## src/rtl/trace_pkg.sv

```systemverilog
// Shared definitions for the multi-channel trace renderer: FSM encoding,
// trace palette and the ADC-to-row scaling helper.
package trace_pkg;

   typedef enum logic [1:0] {
      S_CLEAR = 2'd0,
      S_WAIT  = 2'd1,
      S_DRAW  = 2'd2,
      S_IDLE  = 2'd3
   } state_t;

   localparam logic [23:0] PAL_CH0   = 24'h00FF00;
   localparam logic [23:0] PAL_CH1   = 24'hFFFF00;
   localparam logic [23:0] PAL_CH2   = 24'h00FFFF;
   localparam logic [23:0] PAL_CH3   = 24'hFF00FF;
   localparam logic [23:0] PAL_BLACK = 24'h000000;

   // Colour of a trace plane; planes beyond the fourth reuse the palette.
   function automatic logic [23:0] palette(input logic [1:0] idx);
      logic [23:0] col_s;
      case (idx)
         2'd0:    col_s = PAL_CH0;
         2'd1:    col_s = PAL_CH1;
         2'd2:    col_s = PAL_CH2;
         2'd3:    col_s = PAL_CH3;
         default: col_s = PAL_BLACK;
      endcase
      return col_s;
   endfunction

   // Row of a sample: full-scale maps to row 0, zero maps to height-1.
   // The product is formed at full width so no precision is lost before the shift.
   function automatic logic [15:0] row_scale(input logic [15:0] adc,
                                             input logic [15:0] height,
                                             input int unsigned adc_width);
      logic [31:0] prod_s;
      logic [31:0] scaled_s;
      prod_s   = 32'(adc) * 32'(height);
      scaled_s = prod_s >> adc_width;
      return height - 16'd1 - scaled_s[15:0];
   endfunction

endpackage

```

## src/rtl/trace_pixel_out.sv

```systemverilog
// Scan-out pixel path: picks the front buffer word, finds the lowest-index
// lit plane and registers its palette colour.
module trace_pixel_out #(
   parameter int NUM_CH = 2
) (
   input  logic              clk,
   input  logic              rst,
   input  logic              front_sel,
   input  logic [NUM_CH-1:0] rd_data0,
   input  logic [NUM_CH-1:0] rd_data1,
   output logic [23:0]       pixel
);
   import trace_pkg::*;

   logic [NUM_CH-1:0] word_s;
   logic              found_s;
   logic [1:0]        idx_s;
   logic [23:0]       pixel_r;

   // Front-buffer select and priority encode, scanning down so the lowest set bit wins.
   always_comb begin
      word_s  = front_sel ? rd_data1 : rd_data0;
      found_s = 1'b0;
      idx_s   = 2'd0;
      for (int i = NUM_CH - 1; i >= 0; i--) begin
         idx_s   = word_s[i] ? 2'(i) : idx_s;
         found_s = found_s | word_s[i];
      end
   end

   // Output colour register; black when no plane is lit.
   always_ff @(posedge clk or posedge rst) begin
      if (rst) begin
         pixel_r <= 24'h000000;
      end else begin
         pixel_r <= found_s ? palette(idx_s) : PAL_BLACK;
      end
   end

   assign pixel = pixel_r;

endmodule

```

## src/rtl/trace_renderer.sv

```systemverilog
// Multi-channel oscilloscope trace renderer: clears and draws the back
// bit-plane buffer while the front one is scanned out, swapping on vsync.
module trace_renderer #(
   parameter int NUM_CH     = 2,
   parameter int ADC_WIDTH  = 12,
   parameter int COL_WIDTH  = 10,
   parameter int ROW_WIDTH  = 9,
   parameter int ADDR_WIDTH = 19
) (
   input  logic                        clk,
   input  logic                        rst,
   input  logic                        vsync,
   input  logic                        mode_connect,
   input  logic [COL_WIDTH-1:0]        width,
   input  logic [ROW_WIDTH-1:0]        height,
   input  logic                        s_valid,
   output logic                        s_ready,
   input  logic [NUM_CH*ADC_WIDTH-1:0] s_data,
   input  logic [ADDR_WIDTH-1:0]       rd_addr,
   input  logic [NUM_CH-1:0]           rd_data0,
   input  logic [NUM_CH-1:0]           rd_data1,
   output logic [ADDR_WIDTH-1:0]       addr0,
   output logic [ADDR_WIDTH-1:0]       addr1,
   output logic [NUM_CH-1:0]           we0,
   output logic [NUM_CH-1:0]           we1,
   output logic [NUM_CH-1:0]           wd,
   output logic [23:0]                 pixel,
   output logic                        front_sel,
   output logic                        busy,
   output logic                        overrun
);
   import trace_pkg::*;

   localparam int CH_W = (NUM_CH > 1) ? $clog2(NUM_CH) : 1;

   state_t                  state_r;
   logic                    front_sel_r, busy_r, overrun_r, s_ready_r;
   logic                    vsync_d_r, clr_first_r, mode_r, prev_valid_r;
   logic [ADDR_WIDTH-1:0]   clr_cnt_r, render_addr_r;
   logic [COL_WIDTH-1:0]    width_r, col_r;
   logic [ROW_WIDTH-1:0]    height_r, cur_row_r, end_row_r;
   logic [CH_W-1:0]         ch_r;
   logic [NUM_CH-1:0]       we0_r, we1_r, wd_r;
   logic [ROW_WIDTH-1:0]    rows_r [NUM_CH];
   logic [ROW_WIDTH-1:0]    prev_r [NUM_CH];

   logic                    vsync_rise_s, clr_last_s, sel_conn_s;
   logic [ADDR_WIDTH-1:0]   clr_w_s, clr_h_s, draw_addr_s;
   logic [ROW_WIDTH-1:0]    new_rows_s [NUM_CH];
   logic [ROW_WIDTH-1:0]    sel_row_s, sel_prev_s, lo_s, hi_s;
   logic [CH_W-1:0]         nxt_ch_s;
   logic [NUM_CH-1:0]       onehot_s;

   // Scaled row of every channel in the incoming sample word.
   always_comb begin
      for (int c = 0; c < NUM_CH; c++) begin
         new_rows_s[c] = ROW_WIDTH'(row_scale(16'(s_data[c*ADC_WIDTH +: ADC_WIDTH]),
                                              16'(height_r), ADC_WIDTH));
      end
   end

   // Clear-end detect (uses the ports on the first clear cycle, before they are latched) and draw address.
   always_comb begin
      vsync_rise_s = vsync & ~vsync_d_r;
      clr_w_s      = clr_first_r ? ADDR_WIDTH'(width)  : ADDR_WIDTH'(width_r);
      clr_h_s      = clr_first_r ? ADDR_WIDTH'(height) : ADDR_WIDTH'(height_r);
      clr_last_s   = (clr_cnt_r == clr_w_s * clr_h_s - ADDR_WIDTH'(1));
      draw_addr_s  = ADDR_WIDTH'(cur_row_r) * ADDR_WIDTH'(width_r) + ADDR_WIDTH'(col_r);
      onehot_s     = NUM_CH'(1) << ch_r;
   end

   // Row span of the next channel to draw: a single dot, or prev..row when connecting.
   always_comb begin
      if (state_r == S_WAIT) begin
         nxt_ch_s   = '0;
         sel_row_s  = new_rows_s[0];
         sel_prev_s = prev_r[0];
         sel_conn_s = mode_connect;
      end else begin
         if (ch_r < CH_W'(NUM_CH - 1)) begin
            nxt_ch_s = ch_r + CH_W'(1);
         end else begin
            nxt_ch_s = '0;
         end
         sel_row_s  = rows_r[nxt_ch_s];
         sel_prev_s = prev_r[nxt_ch_s];
         sel_conn_s = mode_r;
      end
      if (sel_conn_s && prev_valid_r) begin
         if (sel_prev_s < sel_row_s) begin
            lo_s = sel_prev_s;
            hi_s = sel_row_s;
         end else begin
            lo_s = sel_row_s;
            hi_s = sel_prev_s;
         end
      end else begin
         lo_s = sel_row_s;
         hi_s = sel_row_s;
      end
   end

   // Render FSM with registered write port, handshake, busy and overrun outputs.
   always_ff @(posedge clk or posedge rst) begin
      if (rst) begin
         state_r       <= S_CLEAR;
         front_sel_r   <= 1'b0;
         busy_r        <= 1'b1;
         overrun_r     <= 1'b0;
         s_ready_r     <= 1'b0;
         vsync_d_r     <= 1'b0;
         clr_first_r   <= 1'b1;
         mode_r        <= 1'b0;
         prev_valid_r  <= 1'b0;
         clr_cnt_r     <= '0;
         render_addr_r <= '0;
         width_r       <= '0;
         height_r      <= '0;
         col_r         <= '0;
         cur_row_r     <= '0;
         end_row_r     <= '0;
         ch_r          <= '0;
         we0_r         <= '0;
         we1_r         <= '0;
         wd_r          <= '0;
         for (int c = 0; c < NUM_CH; c++) begin
            rows_r[c] <= '0;
            prev_r[c] <= '0;
         end
      end else begin
         vsync_d_r <= vsync;
         overrun_r <= vsync_rise_s && (state_r != S_IDLE);
         we0_r     <= '0;
         we1_r     <= '0;
         wd_r      <= '0;
         case (state_r)
            S_CLEAR: begin
               if (clr_first_r) begin
                  width_r  <= width;
                  height_r <= height;
               end
               clr_first_r   <= 1'b0;
               render_addr_r <= clr_cnt_r;
               if (front_sel_r) begin
                  we0_r <= '1;
               end else begin
                  we1_r <= '1;
               end
               if (clr_last_s) begin
                  clr_cnt_r <= '0;
                  col_r     <= '0;
                  s_ready_r <= 1'b1;
                  state_r   <= S_WAIT;
               end else begin
                  clr_cnt_r <= clr_cnt_r + ADDR_WIDTH'(1);
               end
            end
            S_WAIT: begin
               if (s_valid && s_ready_r) begin
                  s_ready_r <= 1'b0;
                  mode_r    <= mode_connect;
                  for (int c = 0; c < NUM_CH; c++) begin
                     rows_r[c] <= new_rows_s[c];
                  end
                  ch_r      <= '0;
                  cur_row_r <= lo_s;
                  end_row_r <= hi_s;
                  state_r   <= S_DRAW;
               end
            end
            S_DRAW: begin
               render_addr_r <= draw_addr_s;
               wd_r          <= onehot_s;
               if (front_sel_r) begin
                  we0_r <= onehot_s;
               end else begin
                  we1_r <= onehot_s;
               end
               if (cur_row_r != end_row_r) begin
                  cur_row_r <= cur_row_r + ROW_WIDTH'(1);
               end else if (ch_r != CH_W'(NUM_CH - 1)) begin
                  ch_r      <= nxt_ch_s;
                  cur_row_r <= lo_s;
                  end_row_r <= hi_s;
               end else begin
                  for (int c = 0; c < NUM_CH; c++) begin
                     prev_r[c] <= rows_r[c];
                  end
                  prev_valid_r <= 1'b1;
                  if (col_r == width_r - COL_WIDTH'(1)) begin
                     busy_r  <= 1'b0;
                     state_r <= S_IDLE;
                  end else begin
                     col_r     <= col_r + COL_WIDTH'(1);
                     s_ready_r <= 1'b1;
                     state_r   <= S_WAIT;
                  end
               end
            end
            S_IDLE: begin
               if (vsync_rise_s) begin
                  front_sel_r  <= ~front_sel_r;
                  prev_valid_r <= 1'b0;
                  clr_first_r  <= 1'b1;
                  busy_r       <= 1'b1;
                  state_r      <= S_CLEAR;
               end
            end
            default: begin
               state_r <= S_CLEAR;
            end
         endcase
      end
   end

   assign addr0     = front_sel_r ? render_addr_r : rd_addr;
   assign addr1     = front_sel_r ? rd_addr : render_addr_r;
   assign we0       = we0_r;
   assign we1       = we1_r;
   assign wd        = wd_r;
   assign s_ready   = s_ready_r;
   assign front_sel = front_sel_r;
   assign busy      = busy_r;
   assign overrun   = overrun_r;

   trace_pixel_out #(.NUM_CH(NUM_CH)) u_pixel_out (
      .clk       (clk),
      .rst       (rst),
      .front_sel (front_sel_r),
      .rd_data0  (rd_data0),
      .rd_data1  (rd_data1),
      .pixel     (pixel)
   );

endmodule

```

## config.mk

```make
export PLATFORM = sky130hd
export DESIGN_NAME = trace_renderer
export DESIGN_NICKNAME = d
export VERILOG_FILES = /design/src/rtl/trace_pkg.sv /design/src/rtl/trace_pixel_out.sv /design/src/rtl/trace_renderer.sv
export SDC_FILE = /design/constraint.sdc
export NUM_CORES = 1
export LEC_CHECK = 0
export CORE_MARGIN = 3
export CORE_UTILIZATION = 55
export DETAILED_ROUTE_END_ITERATION = 6
export PLACE_DENSITY = 0.75
export RECOVER_POWER = 100
export SLEW_MARGIN = 20
export SYNTH_ARGS = -nofsm -noshare
export SYNTH_HDL_FRONTEND = slang
export SYNTH_SLANG_ARGS = --single-unit
```

## constraint.sdc

```tcl
create_clock -name clk -period 14.7 [get_ports clk]
set_input_delay 1.47 -clock clk [delete_from_list [all_inputs] [get_ports clk]]
set_output_delay 1.47 -clock clk [all_outputs]
set_load 0.02 [all_outputs]
```

Yosys cells after proc, flatten, opt, wreduce, memory -nomap -nowiden
Index checks and enable logic that the tools add are counted.

Add/subtract/negate cells: 10. Multipliers: 4. Divide/modulo/power cells: 0. $lt $le $gt $ge: 3. Equality and inequality tests: 19. Shift-type cells: 1. Multiplexer cells: 72. Bitwise operators: 6. Reduce and logical (&&, ||, !) cells: 23.

Operators with widths (count): $mux W9 (19); $pmux W24 S4 (1); $mux W19 (3); $mux W10 (5); $mul A12 B9 Y21 (2); $pmux W19 S2 (1); $pmux W9 S2 (2); $mux W2 (13); $mux W24 (1); $pmux W10 S2 (1); $add A19 B1 Y19 const B (1); $add A19 B10 Y19 (1); $eq A19 B19 Y1 (1); $mul A10 B9 Y19 (1); $mul A9 B10 Y19 (1); $sub A19 B1 Y19 const B (1); $mux W1 (18); $sub A9 B9 Y9 (2); $ne A2 B2 Y1 const B (8); $reduce_and A5 Y1 (3); $add A10 B1 Y10 const B (1); $eq A10 B10 Y1 (1); $sub A10 B1 Y10 const B (1); $add A9 B1 Y9 const B (1); 27 further kinds (49).

Bits in registers: 162. Bits in latches: 0. RAM bits: 0. ROM bits: 0. Output and inout bits: 72. Memories kept: 0.

Longest topological paths before layout
Gate-level depths: netlist of run 1.

Depth after elaboration: 14. Gate-level depth with buffers: 36. Gate-level depth less buffers: 33.

Modules after synthesis
Synthesis of run 1 repeated with hierarchy kept, for this count alone.

Cells, all modules: 2449. Area total of the unflattened synthesis: 21564.4 um2.

Modules (own cells, without submodules): trace_renderer (times used 1, cells an instance 2417, area an instance 21304.2 um2); trace_pixel_out (times used 1, cells an instance 32, area an instance 260.2 um2).

Worst setup path before layout of run 1
OpenSTA, ideal clock, no wires.

Path kind: in2reg. Start point: input s_data[7]. End point: register cur_row_r[7]. Library setup time: 0.077 ns. Arrival time: 8.441 ns. Setup slack: 6.182 ns. Cell stages on the path: 31. Buffers on the path: 2. Path through: buf_1 -> nand2_1 -> fa_1 -> inv_1 -> fa_1 -> inv_1 -> fa_1 -> inv_1 -> fa_1 -> ha_1 -> a2111oi_4 -> nor3_1 -> o41a_1 -> a41o_1 -> or4_4 -> nand2_1 -> xor2_1 -> ha_1 -> or3_1 -> o21ai_0 -> a21oi_1 -> xnor2_1 -> xnor2_1 -> mux2_4 -> ha_1 -> and3_1 -> o221ai_1 -> nand3_1 -> clkbuf_1 -> mux2_2 -> a21oi_1.

Word-level cells in the longest chain between the ends: 9. Elaborated cells between the ends (all ways): 10.

RTL lines: from (decl) (line trace_renderer.sv:18) `input logic [NUM_CH*ADC_WIDTH-1:0] s_data,`; $mul A12 B9 Y21 (*) (line trace_pkg.sv:38) `prod_s = 32'(adc) * 32'(height);`; $sub A9 B9 Y9 (*) (line trace_pkg.sv:40) `return height - 16'd1 - scaled_s[15:0];`; $mux W9 (*) (line trace_renderer.sv:74) `if (state_r == S_WAIT) begin`; $lt A9 B9 Y1 (line trace_renderer.sv:90) `if (sel_prev_s < sel_row_s) begin`; $mux W9 (line trace_renderer.sv:90); $mux W9 (*) (line trace_renderer.sv:89) `if (sel_conn_s && prev_valid_r) begin`; $mux W9 (line trace_renderer.sv:181) `end else if (ch_r != CH_W'(NUM_CH - 1)) begin`; $mux W9 (line trace_renderer.sv:179) `if (cur_row_r != end_row_r) begin`; $pmux W9 S2 (*) (line trace_renderer.sv:136) `case (state_r)`; to (signal assigned) (line trace_renderer.sv:166) `cur_row_r <= lo_s;`; to (signal assigned) (line trace_renderer.sv:180) `cur_row_r <= cur_row_r + ROW_WIDTH'(1);`; to (signal assigned) (line trace_renderer.sv:183) `cur_row_r <= lo_s;`; to (decl) (line trace_renderer.sv:41) `logic [ROW_WIDTH-1:0] height_r, cur_row_r, end_row_r;`.

Mark *: on every way between the ends. The rest lies on a longest branch, timed or not. The select of a mux whose other input is x is not followed. A chain may end at the register's enable or synchronous reset.

Worst setup path in the final report of run 1
Start point: input s_data[5]. End point: register cur_row_r[0].

The elaborated chain is that of the path after synthesis.

==> results_dict.tcl, run 1 <==
set metrics [dict create \
    place_ws_ps 5024 \
    core_area_um2 38020 \
    timing.hold.ws_ps 507.1 \
    synth_area_per_cell_um2 8.849 \
    relSlewSlack_pct -160.5 \
    setup_viol 0 \
    pin_count 143 \
    via_per_inst 5.626 \
    die_w_um 203.2 \
    multi_input_area_um2 15920 \
    avgRoutedWirePerCell_um 17.49 \
    numPortBuffers 134 \
    fin_util_pct 61.70 \
    path_max_fanout 13 \
    drive_gt1_share_pct 6.126 \
    dp_hpwl_um 41200 \
    syn_area_um2 21400 \
    outcome "finished, violations left" \
    area_growth_pct 9.631 \
    drtAntennaViolNets 0 \
    min_path_type "reg -> reg" \
    antenna_found_initial 1 \
    path_class "in -> reg" \
    finalHoldViolCount 0 \
    cp_slowest_cell "dlygate4sd3_1" \
    synth_cell_types 81 \
    drc 0 \
    clk_pin_slew_ps 60 \
    slew_viol_final 287 \
    fin_crit_ps 9401 \
    whs_endpoint "prev_r[12]" \
    postSynth.asyncResetShare_pct 100.0 \
    r2r_end "cur_row_r[0]" \
    min_path_cells 1 \
    crit_top_cell "ha_1" \
    synth_cells 2418 \
    arrival_ps 9690 \
    ys_seq_elements 140 \
    grt_pass1_wl_um 88030 \
    cts_resized 0 \
    fin_skew_ps 12.19 \
    violations "capacitance limit, slew limit" \
    r2r-start "height_r[5]" \
    cts-htree-levels 4 \
    clock_path_buffers 2 \
    detail_route.first_pass.iterations 5 \
    initial_core_util_pct 56.28 \
    fill_cells 3241 \
    overflow 0 \
    start_kind "input port" \
    synth_warnings 0 \
    r2r_setup_slack_ps 5970 \
    worst_pin_slew_ps 3907 \
    required_ps 14990 \
    final.setup.tns_ps 0 \
    post_cts_buffers 0 \
    clkSinkCount 140 \
    cts_tree "done" \
    max_stage_delay_ps 700 \
    synth_seq_area_share_pct 16.39 \
    final-seq-area_um2 3508 \
    holdBufCountCts 0 \
    ys.flop_type "dfrtp_1" \
    wirelength_um 52060 \
    clockRootBuffer "clkbuf_16" \
    via_count 16750 \
    clk-insertion-delay-late_ps 440 \
    fin_nets 3000 \
    routabilityCongestion 0.8988 \
    max_freq_ghz 0.1064 \
    drtIter0Drc 1061 \
    numCtsBuffers 17 \
    groute.usage.overall_pct 25.98 \
    die-height_um 203.2 \
    end_kind "flip-flop" \
    grt_setup_unrepaired "no" \
    rows 71 \
    grt_max_degree 72 \
    synth-edff-count 0 \
    worstRegToRegCells 30 \
    fin_ws_ps 5299 \
    post-route-period-util_pct 63.95 \
    dieArea_um2 41310 \
    max-cap-violations 6 \
    grt_pass1_vias 17760 \
    hold_start "prev_r[12]" \
]
-- per-layer routing --
metal  GRT usage (%)  vias up  routed length (µm)
met5               0        -                   0
met3           3.847      114                2969
met1           32.26     8335               21430
met4           9.685        0                1958
met2           46.03      516               25700
li1                -     7784                   -
-- cell type report --
cell class | count | share of cell area (%)
Timing Repair Buffer | 147 | 6.070
Clock buffer | 17 | 1.814
Clock inverter | 15 | 0.7574
Antenna cell | 1 | 0.01067
Multi-Input combinational cell | 1785 | 67.88
Sequential cell | 140 | 14.96
Tap cell | 511 | 2.726
Inverter | 361 | 5.782
-- metrics by stage --
step | instances | instance area (µm²)
3_3_place_gp | 2944 | 22890
4_1_cts | 2976 | 23500
3_5_place_dp | 2944 | 22890
5_1_grt | 2976 | 23460
6_report | 2977 | 23460
2_1_floorplan | 2425 | 21420
-- registers in the layout (all words and copies together), names as in the netlist, 2 cells and up --
register,flops
we1,2
col_r,10
width_r,10
we0,2
end_row_r,9
render_addr_r,19
wd,2
u_pixel_out.pixel,2
cur_row_r,9
height_r,9
prev_r,18
clr_cnt_r,19
state_r,2
rows_r,18
-- logic make-up after synthesis --
logic type	after synthesis	synth area share (%)
AOI/OAI and AO/OA	286	8.596
other	1	0.01753
DFF	140	16.38
and+or+nand+nor	756	16.61
adders and majority gates	477	37.19
muxes	141	7.146
xor gates and xnor gates	117	4.853
buffers and inverters	500	9.204
-- Yosys cell counts, types with 23 or more instances --
| library cell | number | area share, % |
|---|---|---|
| clkbuf_1 | 91 | 1.6 |
| nand2_1 | 313 | 5.5 |
| nand3_1 | 34 | 0.80 |
| inv_1 | 361 | 6.3 |
| nor2_1 | 150 | 2.6 |
| ha_1 | 212 | 12 |
| xor2_1 | 42 | 1.7 |
| mux2_2 | 90 | 4.7 |
| and2_1 | 119 | 3.5 |
| buf_1 | 23 | 0.40 |
| mux2i_1 | 50 | 2.3 |
| dfrtp_1 | 138 | 16 |
| o21ai_0 | 83 | 1.9 |
| nor3_1 | 32 | 0.75 |
| fa_1 | 265 | 25 |
| a21oi_1 | 81 | 1.9 |
| xnor2_1 | 74 | 3.0 |
-- cell usage in the layout (no fill, tap or decap), types with 7 or more instances in the layout --
master,count
mux2_1,7
mux2_2,84
clkdlybuf4s50_1,69
fa_1,265
inv_1,360
a21oi_1,81
dfrtp_1,136
and3_1,13
xnor2_1,74
xor2_1,42
nor2b_1,16
a211oi_1,8
a22o_1,7
buf_4,9
nand2_1,313
nand2b_1,21
a21o_1,22
nor3_1,32
nand4_1,12
conb_1,8
o21ai_0,86
and2_1,114
nor2_1,150
clkbuf_16,17
or2_2,14
dlygate4sd3_1,65
ha_1,212
nand3_1,34
o21a_1,10
mux2i_1,50
o22ai_1,8
-- worst max-delay path: cells and delay by family --
family,cells,cell delay (ps)
simple gates,9,2110
xor+xnor,3,490
buf+inv,4,830
compound gates,8,1210
fa+ha+maj,7,2690
mux,2,860
-- worst max path at each step --
| stage | end | start | depth (start not counted) |
|---|---|---|---|
| after floorplan | cur_row_r[7] | s_data[7] | 31 |
| after global placement | cur_row_r[0] | s_data[5] | 34 |
| after detailed placement | cur_row_r[0] | s_data[7] | 31 |
| after CTS | end_row_r[0] | s_data[7] | 31 |
| after global routing | cur_row_r[0] | s_data[5] | 34 |
| final | cur_row_r[0] | s_data[5] | 33 |
Power of run 1 is not shown: default switching activity piles up to over one toggle a cycle in this logic, so the estimate is an artifact.
==> run 2: changes to the inputs <==
- PLACE_DENSITY: 0.75 -> 0.78
- clock period: 14.7 -> 8.1 ns (I/O delays scaled with it)
==> run 2 against run 1 <==
Core utilization is 2.1 points higher; cell count is 2.9% higher; highest routed layer is now met5; non-clock buffer count is 88 higher; first-iteration DRC count is 5.3% higher; global-route usage is 0.081 points higher; flip-flop and latch count stayed put; largest cell class unchanged; worst hold slack better by 2.4 ps; final area is 3.4% higher; via count is 3.3% higher; die area stayed put; the flow finishes with violations (DRC, capacitance limit, slew limit); sequential share of layout area is 0.49 points lower; critical path depth is 3 lower.
==> results_dict.tcl, run 2 (synthesis gave the netlist of run 1 again) <==
set metrics [dict create \
    outcome "finished, violations left" \
    violations "DRC, capacitance limit, slew limit" \
    fin_nets 3088 \
    cts-htree-levels 4 \
    fin_util_pct 63.77 \
    grt_pass1_vias 18350 \
    r2r_setup_slack_ps 440 \
    drc 2 \
    place_ws_ps -431.0 \
    max_stage_delay_ps 570 \
    die-height_um 203.2 \
    setup_viol 0 \
    holdBufCountCts 0 \
    max_freq_ghz 0.1277 \
    numPortBuffers 134 \
    fin_crit_ps 7828 \
    max-cap-violations 5 \
    start_kind "input port" \
    die_w_um 203.2 \
    worst_pin_slew_ps 4072 \
    mostFrequentLayoutCells "inv_1, nand2_1, fa_1" \
    grt_setup_unrepaired "no" \
    path_max_fanout 5 \
    worstRegToRegCells 29 \
    core_area_um2 38020 \
    grt_max_degree 89 \
    cts_tree "done" \
    initial_core_util_pct 56.28 \
    rows 71 \
    required_ps 8400 \
    top_regs "clr_cnt_r x19, render_addr_r x19" \
    whs_endpoint "end_row_r[3]" \
    routabilityCongestion 0.9265 \
    timing.hold.ws_ps 509.5 \
    layout_commonest_cell "inv_1" \
    drive_gt1_share_pct 9.910 \
    clk-insertion-delay-late_ps 440 \
    fill_cells 3151 \
    antenna_found_initial 2 \
    r2r_end "cur_row_r[0]" \
    drtIter0Drc 1117 \
    via_count 17300 \
    pin_count 143 \
    fin_skew_ps 11.64 \
    diodes 0 \
    final.setup.tns_ps 0 \
    min_path_type "reg -> reg" \
    arrival_ps 8130 \
    min_path_cells 2 \
    slew_viol_final 288 \
    relSlewSlack_pct -173.0 \
    drtAntennaViolNets 0 \
    dp_hpwl_um 42650 \
    wirelength_um 53200 \
    crit_top_cell "fa_1" \
    grt_pass1_wl_um 88840 \
    end_kind "flip-flop" \
    overflow 0 \
    clk_pin_slew_ps 70 \
    clockRootBuffer "clkbuf_16" \
    avgRoutedWirePerCell_um 17.36 \
    r2r-start "height_r[2]" \
    cp_slowest_cell "fa_1" \
    groute.usage.overall_pct 26.06 \
    numCtsBuffers 17 \
    finalHoldViolCount 0 \
    clock_path_buffers 2 \
    post-route-period-util_pct 96.65 \
    hold_start "end_row_r[3]" \
    detail_route.first_pass.iterations 7 \
    path_class "in -> reg" \
    clkSinkCount 140 \
    dieArea_um2 41310 \
    area_growth_pct 13.32 \
    via_per_inst 5.646 \
    fin_ws_ps 271.6 \
]
==> run 2: per-layer routing <==
metal  GRT usage [%]  routed length (µm)  vias to the layer above
li1                -                   -                     7967
met1           31.98               21510                     8591
met2           46.73               26780                      594
met3           3.799                3205                      142
met4           9.513                1684                        4
met5               0                  28                        -
==> run 2: timing repair <==
action	in CTS	in global routing
hold endpoints to repair	0	0
buffers inserted	0	3
resized for setup	0	30
setup endpoints to repair	0	18
==> run 2: area by class of cell <==
cell class,instances,area (µm²),area share [%]
Inverter,361,1356,5.594
Tap cell,511,639.4,2.637
Clock buffer,17,425.4,1.755
Multi-Input combinational cell,1785,16040,66.16
Timing Repair Buffer,235,2106,8.685
Sequential cell,140,3507,14.46
Clock inverter,15,170.2,0.7018
==> run 2: worst max-delay path by stage <==
stage,from,to,slack [ps],depth (start not counted)
3_5_place_dp,s_data[9],cur_row_r[3],-430,31
2_1_floorplan,s_data[7],cur_row_r[7],240,31
4_1_cts,s_data[5],cur_row_r[3],20,34
6_report,s_data[11],cur_row_r[0],270,30
3_3_place_gp,s_data[9],cur_row_r[3],-300,31
5_1_grt,s_data[11],cur_row_r[3],3,33
==> run 2: critical path: cells and delay by family <==
kind                       cells  cell delay, ps
AOI/OAI and AO/OA             12            2210
xor gates and xnor gates       1             200
adders and majority gates      7            3000
buffers and inverters          4             670
muxes                          1             370
and+or+nand+nor                5             840
==> run 2: metrics by stage <==
stage               instance area [µm²]  std cells
CTS                               24140       3061
detailed placement                23550       3029
floorplan                         21420       2425
global route                      24250       3064
global placement                  23550       3029
finish                            24250       3064
Power of run 2 is left out for the same reason.
